===== src/rtl/router_pkt_parser_p.sv =====
// Packet parser: source/dest/size/data/check framing with XOR checksum and FIFO forwarding.
// Optional trusted-source filter enabled by defining ROUTER_TRUSTED_FILTER_EN.
module router_pkt_parser_p #(
  parameter int unsigned   DW  = 8,
  parameter int unsigned   SZW = 3,
  parameter logic [DW-1:0] TS0 = DW'(8'h81),
  parameter logic [DW-1:0] TS1 = DW'(8'h83),
  parameter logic [DW-1:0] TS2 = DW'(8'h87)
) (
  input  logic           clk1,
  input  logic           reset,
  input  logic           packet_valid_i,
  input  logic [DW-1:0]  packet_in,
  input  logic           fifo_full,
  output logic           ready_o,
  output logic [DW-1:0]  data_out,
  output logic           data_valid_o,
  output logic [DW-1:0]  destination,
  output logic [SZW-1:0] dsize_o,
  output logic           trusted_source,
  output logic           crc_checked,
  output logic           err
);

  typedef enum logic [2:0] {
    S_IDLE = 3'd0,
    S_DEST = 3'd1,
    S_SIZE = 3'd2,
    S_DATA = 3'd3,
    S_CRC  = 3'd4,
    S_DROP = 3'd5
  } state_e;

  state_e         state_q, state_d;
  logic [DW-1:0]  data_q, data_d;
  logic           dval_q, dval_d;
  logic [DW-1:0]  dest_q, dest_d;
  logic [SZW-1:0] dsize_q, dsize_d;
  logic [DW-1:0]  csum_q, csum_d;
  logic           trusted_q, trusted_d;
  logic           crc_chk_q, crc_chk_d;
  logic           err_q, err_d;

  logic           accept_c;
  logic           src_match_c;
  logic [SZW-1:0] size_field_c;

`ifdef ROUTER_TRUSTED_FILTER_EN
  assign src_match_c = (packet_in == TS0) || (packet_in == TS1) || (packet_in == TS2);
`else
  logic unused_ts_c;
  assign unused_ts_c = ^{TS0, TS1, TS2};
  assign src_match_c = 1'b1;
`endif

  assign ready_o      = !fifo_full && (state_q != S_DROP);
  assign accept_c     = packet_valid_i && ready_o;
  assign size_field_c = packet_in[SZW-1:0];

  // Next-state and datapath updates; strobes default low each cycle.
  always_comb begin
    state_d   = state_q;
    data_d    = data_q;
    dval_d    = 1'b0;
    dest_d    = dest_q;
    dsize_d   = dsize_q;
    csum_d    = csum_q;
    trusted_d = trusted_q;
    crc_chk_d = 1'b0;
    err_d     = 1'b0;

    case (state_q)
      S_IDLE: begin
        if (accept_c) begin
          trusted_d = src_match_c;
          csum_d    = '0;
          state_d   = src_match_c ? S_DEST : S_DROP;
        end
      end
      S_DEST: begin
        if (!packet_valid_i) begin
          err_d   = 1'b1;
          state_d = S_IDLE;
        end else if (accept_c) begin
          dest_d  = packet_in;
          state_d = S_SIZE;
        end
      end
      S_SIZE: begin
        if (!packet_valid_i) begin
          err_d   = 1'b1;
          state_d = S_IDLE;
        end else if (accept_c) begin
          dsize_d = size_field_c;
          state_d = (size_field_c != '0) ? S_DATA : S_CRC;
        end
      end
      S_DATA: begin
        if (!packet_valid_i) begin
          err_d   = 1'b1;
          state_d = S_IDLE;
        end else if (accept_c) begin
          csum_d  = csum_q ^ packet_in;
          dsize_d = dsize_q - SZW'(1);
          if (dsize_q == SZW'(1)) begin
            state_d = S_CRC;
          end
        end
      end
      S_CRC: begin
        if (!packet_valid_i) begin
          err_d   = 1'b1;
          state_d = S_IDLE;
        end else if (accept_c) begin
          crc_chk_d = 1'b1;
          err_d     = (packet_in != csum_q);
          state_d   = S_IDLE;
        end
      end
      S_DROP: begin
        if (!packet_valid_i) begin
          state_d = S_IDLE;
        end
      end
      default: state_d = S_IDLE;
    endcase

    // Every accepted byte of a trusted packet goes to the FIFO one cycle later.
    if (accept_c && ((state_q != S_IDLE) || src_match_c)) begin
      data_d = packet_in;
      dval_d = 1'b1;
    end
  end

  always_ff @(posedge clk1 or posedge reset) begin
    if (reset) begin
      state_q   <= S_IDLE;
      data_q    <= '0;
      dval_q    <= 1'b0;
      dest_q    <= '0;
      dsize_q   <= '0;
      csum_q    <= '0;
      trusted_q <= 1'b0;
      crc_chk_q <= 1'b0;
      err_q     <= 1'b0;
    end else begin
      state_q   <= state_d;
      data_q    <= data_d;
      dval_q    <= dval_d;
      dest_q    <= dest_d;
      dsize_q   <= dsize_d;
      csum_q    <= csum_d;
      trusted_q <= trusted_d;
      crc_chk_q <= crc_chk_d;
      err_q     <= err_d;
    end
  end

  assign data_out       = data_q;
  assign data_valid_o   = dval_q;
  assign destination    = dest_q;
  assign dsize_o        = dsize_q;
  assign trusted_source = trusted_q;
  assign crc_checked    = crc_chk_q;
  assign err            = err_q;

endmodule


===== config.mk =====
export PLATFORM = sky130hd
export DESIGN_NAME = router_pkt_parser_p
export DESIGN_NICKNAME = d
export VERILOG_FILES = /design/src/rtl/router_pkt_parser_p.sv
export SDC_FILE = /design/constraint.sdc
export NUM_CORES = 1
export LEC_CHECK = 0
export BUFFER_PORTS_ARGS = -buffer_cell sky130_fd_sc_hd__buf_4
export CAP_MARGIN = 20
export CORE_MARGIN = 2
export CORE_UTILIZATION = 35
export DETAILED_ROUTE_END_ITERATION = 7
export PLACE_DENSITY = 0.6
export SLEW_MARGIN = 20
export SYNTH_ARGS = -nofsm -noshare
export SYNTH_HDL_FRONTEND = slang
export SYNTH_SLANG_ARGS = --single-unit

===== constraint.sdc =====
create_clock -name clk1 -period 2.8 [get_ports clk1]
set_clock_uncertainty 0.2 [all_clocks]
set_input_delay 0.28 -clock clk1 [delete_from_list [all_inputs] [get_ports clk1]]
set_output_delay 0.28 -clock clk1 [all_outputs]
set_load 0.05 [all_outputs]

==> results.cfg, run 1 <==
[timing]
max_slew.worst_pin.slew_ns = 0.563
fin_setup_tns_ns = 0
rsz0062_at_grt = false
hold_violations = 0
setup_viol = 0
maxSlewHeadroom_pct = 62.4
finalCriticalPeriod_ns = 1.92
whs_ns = 0.0229
slew_viol_final = 0
max_freq_mhz = 522
period_share_pct = 68.5

[min_path]
min_from = packet_valid_i
min_path_cells = 2
holdPathEnd = err
worstHoldPathType = in -> reg

[setup_path]
max_stage_delay_ns = 0.50
worstSetupPathType = reg -> out
rrSetupSlack_ns = 0.90
critPathSlowestCell = dfrtp_1
arrival_ns = 1.44
timing.rr.start = state_q[0]
path_max_fanout = 8
cp-end-kind = output pin
path_buf_inv = 1
crit_family = flip-flops
r2r_end = csum_q[5]
reg2reg_depth = 4
cp-start-kind = flip-flop
required_ns = 2.32
crit_chain = and2b_2 > a21oi_1 > buf_4

[floorplan]
dieArea_mm2 = 0.00554
core_mm2 = 0.00475
io_pins = 36
rows = 25
dieWidth_um = 74.4
fp.dieH_um = 74.4
start_util_pct = 36.5

[cells_and_area]
nets = 198
multi_input_area_um2 = 759
seqCellArea_um2 = 851
drive_above_1_share_pct = 36.8
num-fill-cells = 478
syn_to_final_growth_pct = 20.3
antenna_cells = 0

[synth]
synth_compound_area_share_pct = 12.7
synth-xor-area-share_pct = 4.54
ys_warn_count = 0
synth_edf_count = 0
ys_ff_latch = 34
synth-simple-area-share_pct = 14.7
synth.distinct_cells = 34
synth_seq_area_share_pct = 49.0
synth_cells = 148
synth.area.mux_share_pct = 10.4
syn_area_per_cell_um2 = 11.7
ys.flop_type = dfrtp_1
synthesis.nets = 162
async_reset_ff_share_pct = 100
syn_area_mm2 = 0.00174
synthAdderAreaFrac_pct = 1.44
synth_top_family_by_area = simple AND/OR/NAND/NOR gates

[global_route]
grt_pass1_wl_um = 5730
track_usage_pct = 13.8
overflow = 0
grt_max_degree = 35
grt_pass1_vias = 1263
antenna_found_initial = 0

[cts]
cts_tree = done
clkLatencyLatePin_ns = 0.28
clock_path_buffers = 2
cts-buffers-inserted = 5
htree_levels = 2
post_cts_resized = 0
cts_root_buf = clkbuf_8
clkTransAtPathRegs_ns = 0.06
clock_sinks = 34

[route]
wl_um = 3400
antenna_left = 0
vias = 1255
firstDrtPassIters = 4
drcViolationCount = 0
drt_iter0_markers = 56
wl_per_cell_um = 13.5
via_per_inst = 4.98

[place]
routabilityCongestion = 0.790
portBuffers = 35
hpwl_um = 2440

[power]
comb_power_share_pct = 38.0
swShare_pct = 39.4
p_int_w = 0.000980
pwr_density_cell_mw_per_mm2 = 775
sequentialPowerShare_pct = 39.5
p_clk_share_pct = 22.5
worst_ir_drop_vdd_mv = 0.337
netSwitchingPower_w = 0.000639
leakage_nw = 0.983

[job]
cap_violations = 0

[status]
status = finished, final reports clean
routing by layer:
metal,track usage (%),wire length [µm],up-vias
li1,-,-,593
met1,16.6,1500,612
met2,22.9,1630,39
met3,4.07,187,11
met4,6.35,86,0
met5,0,0,-
metrics by stage:
| step | total power (W) | util, % | cell area (µm²) | cells | setup slack, ns |
|---|---|---|---|---|---|
| 6_report | 0.00162 | 43.9 | 2090 | 252 | 0.883 |
| 5_1_grt | 0.00172 | 43.9 | 2090 | 252 | 0.760 |
| 4_1_cts | 0.00165 | 43.9 | 2090 | 252 | 0.872 |
| 3_5_place_dp | 0.00127 | 41.8 | 1990 | 243 | 0.909 |
| 3_3_place_gp | 0.00125 | 41.8 | 1990 | 243 | 0.951 |
| 2_1_floorplan | 0.00109 | - | 1740 | 148 | 0.812 |
power groups by stage:
stage / clock network [W] / registers (W) / logic, W
2_1_floorplan: 0 / 0.000901 / 0.000188
3_3_place_gp: 0 / 0.000643 / 0.000610
3_5_place_dp: 0 / 0.000649 / 0.000621
4_1_cts: 0.000383 / 0.000641 / 0.000623
5_1_grt: 0.000409 / 0.000653 / 0.000656
6_report: 0.000364 / 0.000640 / 0.000616
flip-flops by register name, indices dropped and copies added, names as in the netlist:
name and flops:
destination 8, err 1, crc_checked 1, dsize_o 3
state_q 3, data_out 8, csum_q 8, data_valid_o 1
trusted_source 1
repair_timing:
item	in CTS	in global routing
hold buffers	1	0
endpoints found under the hold margin	34	0
setup buffers	0	0
setup endpoints to repair	0	0
cell usage after synthesis, types with 2 or more instances:
cell / count / area [µm²]
ha_1: 2 / 25.0
xnor2_1: 8 / 70.1
o211ai_1: 3 / 22.5
nand4_1: 3 / 18.8
nor3b_1: 8 / 60.1
buf_6: 3 / 33.8
o21ai_0: 16 / 80.1
dfrtp_1: 34 / 851
a21o_1: 9 / 67.6
nor2_1: 8 / 30.0
clkbuf_8: 2 / 27.5
a21oi_1: 3 / 15.0
nand3_1: 2 / 10.0
inv_1: 6 / 22.5
mux2_2: 16 / 180
nand2_1: 7 / 26.3
cells by family (layout without fill, tap and decap cells):
logic type,count (synthesis),count (layout)
simple gates,38,38
compound gates,35,35
flops,34,34
fa+ha+maj,2,2
buf+inv,14,51
mux,16,16
xor+xnor,9,9
cell usage in the layout (no fill, tap or decap), types with 2 or more instances in the layout:
master	synthesis	layout
nand3_1	2	2
nor2_1	8	8
ha_1	2	2
o211ai_1	3	3
inv_1	6	6
a21oi_1	3	3
o21ai_0	16	16
dfrtp_1	34	34
buf_4	0	36
nor3b_1	8	8
nand4_1	3	3
xnor2_1	8	8
clkbuf_8	2	6
mux2_2	16	16
nand2_1	7	7
a21o_1	9	9
area by class of cell:
| type | count | share of cell area [%] |
|---|---|---|
| repair buffers | 37 | 13.4 |
| clock inverters | 1 | 0.240 |
| flip-flops and latches | 34 | 40.7 |
| well taps | 67 | 4.01 |
| clock buffers | 7 | 4.13 |
| multi-input cells | 100 | 36.4 |
| inverters | 6 | 1.08 |
worst max-delay path by stage:
stage	endpoint	slack (ns)	cells past startpoint	from
2_1_floorplan	ready_o	0.81	2	state_q[2]
3_3_place_gp	destination[4]	0.95	4	fifo_full
3_5_place_dp	csum_q[6]	0.91	4	state_q[0]
4_1_cts	ready_o	0.87	3	state_q[2]
5_1_grt	csum_q[3]	0.76	4	state_q[0]
6_report	ready_o	0.88	3	state_q[1]
Note: power is estimated with default switching activity, not from simulation.
==> run 2, diff against run 1 <==
- ABC_AREA: default -> 1
- clock period: 2.8 -> 2 ns (I/O delays scaled with it)
==> run 2 against run 1 <==
Compared with the run above: sequential power up 72%; core utilization up 2.4 points; synthesized cell count up 39%; sequential share of layout area down 1.3 points; clock power up 120%; largest cell class unchanged; highest routed layer unchanged.
==> results.cfg, run 2 <==
[status]
status = finished, final reports clean

[global_route]
overflow = 0
grt_max_degree = 35
track_usage_pct = 14.5
antenna_found_initial = 0
grt_pass1_vias = 1337
grt_pass1_wl_um = 6040

[synth]
synth_top_cell_by_area = dfrtp_1
synthTopCellsByCount = 73 x nand2_1, 34 x dfrtp_1, 29 x inv_1
synthesis.nets = 219
ys_ff_latch = 34
synth.distinct_cells = 23
synth_edf_count = 0
syn_area_mm2 = 0.00167
synthTopCellsByArea = dfrtp_1 51%, nand2_1 16%, inv_1 6.5%
yosysMostFrequentCell = nand2_1
ys.flop_type = dfrtp_1
ys_warn_count = 0
synth_top_cell_area_share_pct = 51.0
async_reset_ff_share_pct = 100
syn_area_per_cell_um2 = 8.14
synth_cells = 205
synth_seq_area_share_pct = 51.0

[timing]
max_freq_mhz = 587
slew_viol_final = 0
setup_slack_ns = 0.295
fin_setup_tns_ns = 0
setup_viol = 0
hold_violations = 0
period_share_pct = 85.2
finalCriticalPeriod_ns = 1.70
max_slew.worst_pin.slew_ns = 0.439
rsz0062_at_grt = false
maxSlewHeadroom_pct = 70.7

[setup_path]
path_buf_inv = 2
critPathSlowestCell = dfrtp_1
crit_family = simple AND/OR/NAND/NOR gates
required_ns = 1.97
cp-start-kind = flip-flop
crit_chain = inv_2 > nand3_2 > nand3_4 > inv_4 > nand2_2 > nand2_4 > o22ai_1
path_max_fanout = 19
max_stage_delay_ns = 0.47
worstSetupPathType = reg -> reg
arrival_ns = 1.67
cp-end-kind = flip-flop

[cts]
htree_levels = 2
clkTransAtPathRegs_ns = 0.08
cts_tree = done
clock_path_buffers = 2
cts-buffers-inserted = 5
cts_setup_buffers = 0
clock_sinks = 34
cts_root_buf = clkbuf_8
clkLatencyLatePin_ns = 0.28

[route]
drcViolationCount = 0
via_per_inst = 4.67
wl_um = 3490
antenna_left = 0
wl_per_cell_um = 11.5
firstDrtPassIters = 4
drt_iter0_markers = 81
vias = 1415

[floorplan]
dieWidth_um = 73.1
start_util_pct = 35.8
fp.dieH_um = 73.1
core_mm2 = 0.00466
rows = 25
dieArea_mm2 = 0.00534
io_pins = 36

[place]
routabilityCongestion = 0.740
place_ws_ns = 0.315
hpwl_um = 2600
portBuffers = 35

[cells_and_area]
nets = 262
num-fill-cells = 465
final_common_cell = nand2_1
drive_above_1_share_pct = 25.7
final_cell_mix = 73 x nand2_1, 36 x buf_4, 34 x dfrtp_1, 29 x inv_1, 13 x o21ai_0
antenna_cells = 0
syn_to_final_growth_pct = 29.4

[power]
leakage_nw = 1.16
pwr_density_cell_mw_per_mm2 = 1580
power_w = 0.00341
worst_ir_drop_vdd_mv = 0.682

[job]
cap_violations = 0

[min_path]
worstHoldPathType = in -> reg
run 2: cell types whose count changed in the layout (fill, tap and decap cells not counted), moves of 3 or more:
cell | previous run | this run
nand2_1 | 7 | 73
o21ai_0 | 16 | 13
nand3_1 | 2 | 10
xnor2_1 | 8 | 0
nor3b_1 | 8 | 0
o21ai_2 | 0 | 8
mux2_2 | 16 | 0
o22ai_1 | 0 | 8
nand4_1 | 3 | 0
inv_2 | 0 | 3
nand2_2 | 0 | 3
a21o_1 | 9 | 0
inv_1 | 6 | 29
run 2: worst paths after layout:
kind / from / to / slack (ns) / cells past startpoint
setup / recovery: state_q[1] / csum_q[6] / 0.30 / 7
hold / removal: packet_in[4] / destination[4] / 0.03 / 3
setup reg to reg: state_q[1] / csum_q[6] / 0.30 / 7
hold reg to reg: trusted_source / trusted_source / 0.28 / 2
max in group asynchronous: reset / destination[5] / 0.91 / 4
min in group asynchronous: reset / state_q[0] / 0.37 / 4
run 2: final cells by class:
class / instances / area, µm² / area share, %
Clock buffer: 6 / 82.6 / 3.82
Multi-Input combinational cell: 135 / 672 / 31.1
Inverter: 33 / 126 / 5.85
Tap cell: 54 / 67.6 / 3.13
Clock inverter: 2 / 60.1 / 2.78
Timing Repair Buffer: 39 / 300 / 13.9
Sequential cell: 34 / 851 / 39.4
run 2: cells by family after synthesis:
kind of cell               count (synthesis)  synth area share (%)
AOI/OAI and AO/OA                         33                  12.7
adders and majority gates                  2                  1.50
buffers and inverters                     36                  8.77
DFF                                       34                  51.0
and+or+nand+nor                          100                  26.0
run 2: power breakdown:
group | leakage [nW] | switching [W] | internal (W)
clock network | 0.0714 | 0.000252 | 0.000532
logic | 0.654 | 0.00104 | 0.000487
registers | 0.431 | 0.000172 | 0.000931
total | 1.16 | 0.00146 | 0.00195
run 2: worst min-delay path: cells and delay by family:
kind / cells / cell delay, ns
compound gates: 1 / 0.12
buf+inv: 2 / 0.15
run 2: what timing repair did:
action,CTS,global route
hold buffers,3,0
gates resized for setup,0,0
hold endpoints to repair,36,0
run 2: layer usage:
| layer | routed length, µm | up-vias | part of all wire, % | GRT usage [%] |
|---|---|---|---|---|
| met1 | 1720 | 650 | 49 | 19.8 |
| met4 | 31 | 0 | 0.89 | 5.97 |
| met3 | 133 | 2 | 3.8 | 2.90 |
| met2 | 1600 | 31 | 46 | 22.4 |
| li1 | - | 732 | - | - |
| met5 | 0 | - | 0 | 0 |
run 2: metrics by stage:
stage / cells / instance area, µm² / utilization [%] / hold slack [ns]
after global routing: 303 / 2160 / 46.3 / 0.0287
after detailed placement: 292 / 1990 / 42.6 / 0.133
final: 303 / 2160 / 46.3 / 0.0254
after global placement: 292 / 1990 / 42.6 / 0.133
after floorplan: 205 / 1670 / - / 0.0854
after CTS: 303 / 2160 / 46.3 / 0.0220
